<file path="config.mk">
export PLATFORM = sky130hd
export DESIGN_NAME = serial_sub
export DESIGN_NICKNAME = d
export VERILOG_FILES = /design/src/rtl/serial_sub.sv
export SDC_FILE = /design/constraint.sdc
export NUM_CORES = 1
export LEC_CHECK = 0
export CORE_MARGIN = 3
export CORE_UTILIZATION = 48
export DETAILED_ROUTE_END_ITERATION = 7
export PLACE_DENSITY = 0.85
export SLEW_MARGIN = 5
export SYNTH_ARGS = -nofsm -noshare
export SYNTH_HDL_FRONTEND = slang
export SYNTH_SLANG_ARGS = --single-unit
</file>
<file path="constraint.sdc">
create_clock -name clk -period 1.46 [get_ports clk]
set_input_delay 0.219 -clock clk [delete_from_list [all_inputs] [get_ports clk]]
set_output_delay 0.219 -clock clk [all_outputs]
set_load 0.05 [all_outputs]
</file>
<file path="src/rtl/serial_sub.sv">
// Bit-serial N-bit subtractor: diff = a - b - borrow_in, one bit per clock, LSB first.
// A single full-subtractor cell and one borrow flop; the result is valid on the cycle done is high.
module serial_sub #(
  parameter int N = 4
) (
  input  logic         clk,
  input  logic         rst,
  input  logic         start,
  input  logic [N-1:0] a,
  input  logic [N-1:0] b,
  input  logic         borrow_in,
  output logic         busy,
  output logic         done,
  output logic [N-1:0] diff,
  output logic         borrow_out
);

  localparam int CW = (N > 1) ? $clog2(N) : 1;

  typedef enum logic [1:0] {
    S_IDLE,
    S_RUN,
    S_DONE
  } state_t;

  state_t         r_state;
  state_t         w_next;
  logic [N-1:0]   r_a;
  logic [N-1:0]   r_b;
  logic [N-1:0]   r_acc;
  logic [N-1:0]   r_diff;
  logic           r_bw;
  logic           r_bout;
  logic [CW-1:0]  r_cnt;

  logic w_ai;
  logic w_bi;
  logic w_d;
  logic w_bw_next;
  logic w_last;
  logic w_accept;

  assign w_ai      = r_a[0];
  assign w_bi      = r_b[0];
  assign w_d       = w_ai ^ w_bi ^ r_bw;
  assign w_bw_next = (~w_ai & w_bi) | (~(w_ai ^ w_bi) & r_bw);
  assign w_last    = (r_cnt == CW'(N - 1));
  assign w_accept  = start && ((r_state == S_IDLE) || (r_state == S_DONE));

  always_comb begin
    // NOTE: default assigned first so every path drives w_next and no latch is inferred.
    w_next = r_state;
    case (r_state)
      S_IDLE:  if (start) w_next = S_RUN;
      S_RUN:   if (w_last) w_next = S_DONE;
      S_DONE:  w_next = start ? S_RUN : S_IDLE;
      default: w_next = S_IDLE;
    endcase
  end

  // NOTE: state uses non-blocking assignments so every flop samples pre-edge values.
  always_ff @(posedge clk) begin
    if (rst) begin
      r_state <= S_IDLE;
      r_a     <= '0;
      r_b     <= '0;
      r_acc   <= '0;
      r_diff  <= '0;
      r_bw    <= 1'b0;
      r_bout  <= 1'b0;
      r_cnt   <= '0;
    end else begin
      r_state <= w_next;
      if (w_accept) begin
        r_a   <= a;
        r_b   <= b;
        r_bw  <= borrow_in;
        r_cnt <= '0;
      end else if (r_state == S_RUN) begin
        r_a   <= r_a >> 1;
        r_b   <= r_b >> 1;
        r_acc <= {w_d, r_acc[N-1:1]};
        r_bw  <= w_bw_next;
        // Counter stops at N-1 so it never wraps; the next accept reloads it.
        if (!w_last) r_cnt <= r_cnt + 1'b1;
        // The visible result only changes when a full word has been produced.
        if (w_last) begin
          r_diff <= {w_d, r_acc[N-1:1]};
          r_bout <= w_bw_next;
        end
      end
    end
  end

  assign busy       = (r_state == S_RUN);
  assign done       = (r_state == S_DONE);
  assign diff       = r_diff;
  assign borrow_out = r_bout;

endmodule

</file>
==> impl_summary.md, run 1 <==
Logic synthesis
The largest total area in the synthesized netlist belongs to dfxtp_1. Yosys printed 0 warnings. Counting instances in the post-synthesis netlist gives the leading cell types as 21 x dfxtp_1, 15 x nand2_1, 12 x a21oi_1. The number of instances in the synthesized netlist is 97. The most used flip-flop cell after synthesis is dfxtp_1. The summed instance area of the synthesized netlist is roughly 890 sq um. For this run, the register share of the synthesized area comes to 0.475. The netlist uses 26 different library cells.

The top cell type's share of synthesized area is 0.475. Counting every net in the synthesized netlist gives 111. Ranked by total cell area, the synthesized netlist is headed by dfxtp_1 47%, a21oi_1 6.8%, nand2_1 6.4%, nand3_1 4.5%, nor3_1 3.4%. The fraction of registers with async set/reset is 0. The synthesized design contains 21 register bits.

The most common cell in the synthesized netlist is dfxtp_1. The average instance in the mapped netlist occupies 9.13 sq um. Counting flops with a built-in enable in the synthesized netlist gives 0.

Power and ir drop
The leakage power is 0.433 nW. Across the VDD grid, the largest voltage drop is about 0.63 mV. In this run the power density over the cells is ~950 mW/mm^2.

Routing
After detailed routing, the number of vias per cell comes to 5.36. In the final routed layout, each cell accounts on average for approximately 13 um. The routed layout has 767 vias. After the first detailed-routing iteration, the DRC count stood at 11. The number of detailed-route iterations in the first pass is 4. The residual DRC count is 0. The count of antenna-violating nets left after detailed routing is 0. Summed over all layers, the routed wires come to 1880 um.

Final layout
In the final layout, the multi-input gates occupy 397 sq um. The fraction of layout cells with a size suffix above 1 is 0.210. Once layout is done, the placed cells without fillers occupy 0.00116 sq mm.

The number of antenna diodes in the final layout is 0. The area growth from synthesis to layout is 31.1%. The post-layout net count is 134. In the final layout, flip-flops and latches occupy approximately 420 sq um. The final-layout fill cell count is 129.

Timing
The max-slew violation count was 0. The slew at the pin closest to its max-slew limit is 263 ps. The count of endpoints failing hold in the final timing report is 0. The summed negative setup slack over all endpoints is 0 ps. The worst path meets setup with ~100 ps of slack.

The ratio of final minimum period to clock period is 0.932. Clock skew on the completed layout was measured at ~9 ps. The clock period could shrink to 1360 ps. Setup repair after global routing left no endpoint under its margin. Measured against its own limit, the worst slew margin works out to 0.825. The total setup violations reported at the end of the flow is 0. Timing would allow up to around 730 MHz.

Setup path
The signal arrival time at the worst endpoint is 1140 ps. In this run the worst setup path terminates at busy. The library cell contributing the largest single delay on the critical path is dfxtp_2. The end of the worst register-to-register path is r_cnt[1]. Counting buffers and inverters, the worst setup path is 3 cells deep. The maximum cell stage delay along the critical path is approximately 360 ps.

The worst setup path is captured at an output port. In this run the worst path has a maximum fanout of 7. The critical path goes through nand2b_2 > inv_8 > buf_12.

Data on the critical path is required at its endpoint by 1240 ps. The startpoint type of the worst setup path is a flop. The critical register-to-register path startpoint is r_cnt[0].

The critical path contains buffers and inverters numbering 2 combined. The worst register-to-register path has a setup slack of 150 ps. The critical path is of the reg2out type. Measured in cells, the most critical reg-to-reg path has a length of 4. The launch point of the worst path is r_state[1]. The critical path's top delay family is flip-flops.

CTS
The clock-pin transition on the worst setup and hold timing paths is 120 ps. The number of sinks driven by the clock tree is 21. TritonCTS built the clock tree. The buffer depth of the longest clock path is 2. Buffers inserted to repair hold after CTS numbered 0. The clock latency on the worst-skew pair is 310 ps. The H-tree level count is 1.

The cell sitting at the root of the clock tree is a clkbuf_4. The number of clock buffers inserted by TritonCTS is 3.

Placed design
Buffers placed on the I/O ports in this run total 18. The post-detailed-placement cell area is 0.00111 sq mm. The last weighted congestion value of the routability-driven placer is about 0.73. The worst setup timing slack at the placement stage is slightly below 30 ps. After legalization and detailed placement, the total HPWL measured about 1300 um.

GRT
The overall overflow remaining after global route is 0. The total track usage is 0.163. The initial antenna violation count is 0. The number of global-route vias before repair was 725. The global-route wire length before repair is ~3000 um. Entering global routing, the biggest net connects 22 pins.

Die
The die outline width is a little under 50 um. The vertical die dimension is 49.0 um. The initial utilization of the core area, before any placement, comes to 0.550. The total area inside the core boundary comes to 0.00161 sq mm. The number of placement rows is 14.

The die covers 0.00240 sq mm. The number of ports placed on the die boundary is 19.

Job
The max-capacitance violation count is 0.

Run status
The run finished with clean final reports.

Min path
In this run the most critical hold path is launched from diff[2]. The path type of the worst min-delay path is reg2reg.
-- worst min path at each step --
stage,to,slack [ps],depth (start not counted)
floorplan,r_bw,290,1
global placement,r_acc[1],440,2
detailed placement,diff[3],450,2
CTS,r_b[3],460,3
global route,r_b[3],480,3
finish,diff[2],470,2
-- kinds of logic after synthesis --
group                      after synthesis  synth area share
xor gates and xnor gates                 1           0.00989
DFF                                     21             0.475
adders and majority gates                2            0.0367
and+or+nand+nor                         41             0.232
buffers and inverters                   10            0.0777
AOI/OAI and AO/OA                       20             0.147
muxes                                    2            0.0226
-- cells in the final DEF, fill, tap and decap left out --
cell | netlist | routed
buf_12 | 0 | 4
dfxtp_2 | 0 | 2
clkdlybuf4s50_1 | 0 | 11
nand3_1 | 8 | 8
nand2b_2 | 1 | 1
a21oi_1 | 12 | 12
buf_4 | 0 | 10
nand2b_1 | 1 | 1
clkinv_2 | 0 | 1
inv_8 | 0 | 1
nand3b_1 | 1 | 1
a2111oi_2 | 1 | 1
clkbuf_4 | 0 | 3
nand2_1 | 15 | 15
nor2b_1 | 1 | 1
and2b_2 | 1 | 1
inv_1 | 2 | 2
ha_1 | 1 | 1
xnor2_1 | 1 | 1
nor3b_4 | 1 | 1
nor2_1 | 6 | 6
o22ai_1 | 1 | 1
a311oi_1 | 3 | 3
nor3_1 | 6 | 6
a22oi_1 | 3 | 3
dfxtp_1 | 21 | 19
mux2i_1 | 2 | 2
fa_1 | 1 | 1
-- power by group --
part           switching (mW)  internal [mW]
sequential             0.0197          0.602
clock                   0.179          0.102
combinational           0.100         0.0969
total                   0.299          0.801
-- area by class of cell --
class / instances / share of cell area
sequential: 21 / 0.364
multi-input combinational: 66 / 0.342
timing repair buffer: 25 / 0.228
tap: 24 / 0.0259
clock buffer: 3 / 0.0194
inverter: 3 / 0.0162
clock inverter: 1 / 0.00431
-- stage by stage --
step	utilization	hold WS [ps]	instances	total power [mW]
floorplan	-	288	97	0.755
global placement	0.689	444	137	0.806
detailed placement	0.689	451	137	0.817
CTS	0.708	464	141	1.09
global route	0.720	481	143	1.16
finish	0.720	467	143	1.10
-- worst min-delay path, cell delays in order, from the launching register on --
cell and delay, ps:
dfxtp_1 330, nand2_1 50, a21oi_1 50
-- metal layers --
metal	GRT usage	up-vias	wire (um)
li1	-	381	-
met1	0.161	355	749
met2	0.303	26	997
met3	0.0336	5	86
met4	0.109	0	44
met5	0	-	0
-- timing repair --
action / in CTS / in global routing
endpoints found under the setup margin: 1 / 1
buffers inserted: 0 / 2
cloned: 0 / 0
resized for setup: 1 / 4
-- sequential cells by signal (all words and copies together), names as in the netlist --
| name | cells |
|---|---|
| diff | 4 |
| r_a | 4 |
| r_b | 4 |
| borrow_out | 1 |
| r_cnt | 2 |
| r_acc | 3 |
| r_bw | 1 |
| r_state | 2 |
Note: power is estimated with default switching activity, not from simulation.
==> inputs of run 2 (changes only) <==
--- a/config.mk
+++ b/config.mk
@@ -8,6 +8,7 @@
 export CORE_MARGIN = 3
 export CORE_UTILIZATION = 48
 export DETAILED_ROUTE_END_ITERATION = 7
+export HOLD_SLACK_MARGIN = 0.15
 export PLACE_DENSITY = 0.85
 export SLEW_MARGIN = 5
 export SYNTH_ARGS = -nofsm -noshare
==> constraint.sdc (replaced) <==
create_clock -name clk -period 1.46 [get_ports clk]
set_input_delay 0.292 -clock clk [delete_from_list [all_inputs] [get_ports clk]]
set_output_delay 0.292 -clock clk [all_outputs]
set_load 0.05 [all_outputs]
==> run 2 against run 1 <==
Net effect: hold slack got worse by 2.2 ps; clock power barely moved; utilization rose by 2.9 points; critical path depth did not move; combinational power barely moved; sequential power barely moved; design area rose by 4.0%; largest power group unchanged.
==> impl_summary.md, run 2 (synthesis results as in run 1) <==
Run status
The flow ran to the end, and the final reports show no timing, DRC or antenna violations.

CTS
The TritonCTS clock tree is built. The root cell of the clock tree is clkbuf_4. The clock-pin transition on the worst setup and hold timing paths is 120 ps (about the same). The number of clock buffers inserted by TritonCTS is 3 (unchanged). The clock latency on the worst-skew pair is 310 ps (about the same). The H-tree level count came to 1 (unchanged). The hold buffer count at CTS is 0 (unchanged). The buffer depth of the longest clock path is 2 (unchanged).

The number of sinks driven by the clock tree came to 21 (unchanged).

Setup path
The critical path endpoint category is an output port. The critical path required time is 1170 ps (-70 ps). The signal arrival time at the worst endpoint was 1110 ps (-30 ps). The startpoint type of the worst setup path is a flop. Tracing the worst setup path back leads to its startpoint at r_state[1].

The highest fanout seen on the critical path is 4 (-3). The critical register-to-register path startpoint is r_state[1]. The worst setup path is of the reg2out kind.

Routing
The number of detailed-route iterations in the first pass came to 4 (unchanged). The count of antenna-violating nets left after detailed routing is 0 (unchanged). The sum of routed wire length over all layers is 1730 um (-7.9%). The average wire per cell in the routed design is 12.1 um (-7.9%). The residual DRC count is 0 (unchanged). The total number of vias was 755 (-1.6%). The number of design-rule violations left by the first detailed-router iteration is 6 (-5). The per-cell via count in the routed design is 5.28 (-1.6%).

Min path
The tightest min-delay check is of the reg2reg type. In this run the most critical hold path is launched from r_acc[1].

Final layout
In the layout the commonest cells are 20 x dfxtp_1, 15 x nand2_1, 12 x a21oi_1. The area overhead of the layout relative to synthesis is 36.3%. The post-layout net count was 134 (unchanged). The number of antenna diodes was 0 (unchanged). The finished layout cell area is 0.00121 sq mm (+4.0%). The library cell used most frequently in the layout, excluding fill and tap cells, is dfxtp_1. The fraction of layout cells with a size suffix above 1 is 0.202 (-0.00840). The number of standard cells in the layout, taps in and fillers out is 143 (unchanged).

Timing
The shortest period the worst path allows came to 1400 ps (+38.0 ps). The top achievable clock speed is 715 MHz (-2.7%). The max-slew violation count was 0 (unchanged). The slew at the pin closest to its max-slew limit is 253 ps (-9.69 ps). The total setup violations reported at the end of the flow is 0 (unchanged). The largest clock skew in the final design was 2.75 ps (-6.24 ps). The worst max-slew margin expressed relative to the limit is 0.831 (+0.00665).

The ratio of final minimum period to clock period came to 0.958 (+0.0261). Setup repair after global routing left no endpoint under its margin. The count of endpoints failing hold in the final timing report is 0 (unchanged).

GRT
The total track usage is 0.155 (-0.00806). The overall overflow remaining after global route was 0 (unchanged). The global-route wire length before repair is 2890 um (-4.6%). The pin count of the biggest net entering global routing is 22 (unchanged). The initial antenna violation count is 0 (unchanged). The number of global-route vias before repair was 701 (-3.3%).

Die
The effective utilization at floorplan is 0.550 (unchanged). The number of ports placed on the die boundary is 19 (unchanged). The die area is 0.00240 sq mm (unchanged). The number of placement rows was 14 (unchanged).

The total core area is 0.00161 sq mm (unchanged). The vertical die dimension is 49.0 um (unchanged). The die outline width is 49.0 um (unchanged).

Job
The max-capacitance violation count is 0 (unchanged).

Placed design
The HPWL reported at the end of detailed placement is 1270 um (-2.9%). The last weighted congestion value of the routability-driven placer is 0.769 (+5.1%). The cell count after placement was 138 (+0.73%).

The count of input and output buffers is 18 (unchanged). The post-detailed-placement cell area is 0.00117 sq mm (+5.2%).

Power and ir drop
The leakage power came to 0.443 nW (+2.4%). The peak ir drop on the vdd network is 0.615 mV (-2.7%). The power per cell area came to 908 mW/mm^2 (-4.2%).
## run 2: worst paths after layout
kind,to,slack [ps],cells after the start
max,busy,60,3
min,r_acc[1],460,2
max reg2reg,r_bw,130,5
min reg2reg,r_acc[1],460,2
## run 2: critical path: stages (launching register included)
cell,delay [ps]
dfxtp_1,420
nand2b_2,200
inv_6,50
buf_12,140
## run 2: stage by stage
step | utilization | setup TNS, ps | worst slack (ps) | hold slack, ps | total power, mW
floorplan | - | 0 | 223 | 361 | 0.755
CTS | 0.749 | 0 | 59.8 | 466 | 1.10
detailed placement | 0.725 | -21.2 | -21.2 | 450 | 0.821
finish | 0.749 | 0 | 61.4 | 465 | 1.10
global route | 0.749 | 0 | 8.53 | 500 | 1.15
global placement | 0.725 | 0 | 6.52 | 448 | 0.814
## run 2: where the power goes
part / switching (mW) / total (mW) / internal (mW)
sequential: 0.0194 / 0.621 / 0.602
combinational: 0.0950 / 0.194 / 0.0991
clock: 0.178 / 0.281 / 0.102
## run 2: routing by layer
layer | up-vias | routed length [um] | global-route usage
met5 | - | 0 | 0
met2 | 25 | 891 | 0.278
li1 | 380 | - | -
met4 | 0 | 25 | 0.0711
met1 | 348 | 733 | 0.177
met3 | 2 | 79 | 0.0275
## run 2: cell type report
cell class	instances	area, sq um
repair buffers	25	315
flip-flops and latches	21	422
fillers	124	404
clock inverters	1	5.00
well taps	24	30.0
clock buffers	3	22.5
inverters	3	16.3
multi-input cells	66	397
## run 2: repair_timing
item / in CTS / in global routing
setup buffers: 1 / 0
resized for setup: 2 / 0
setup endpoints to repair: 2 / 0
endpoints found under the hold margin: 0 / 0
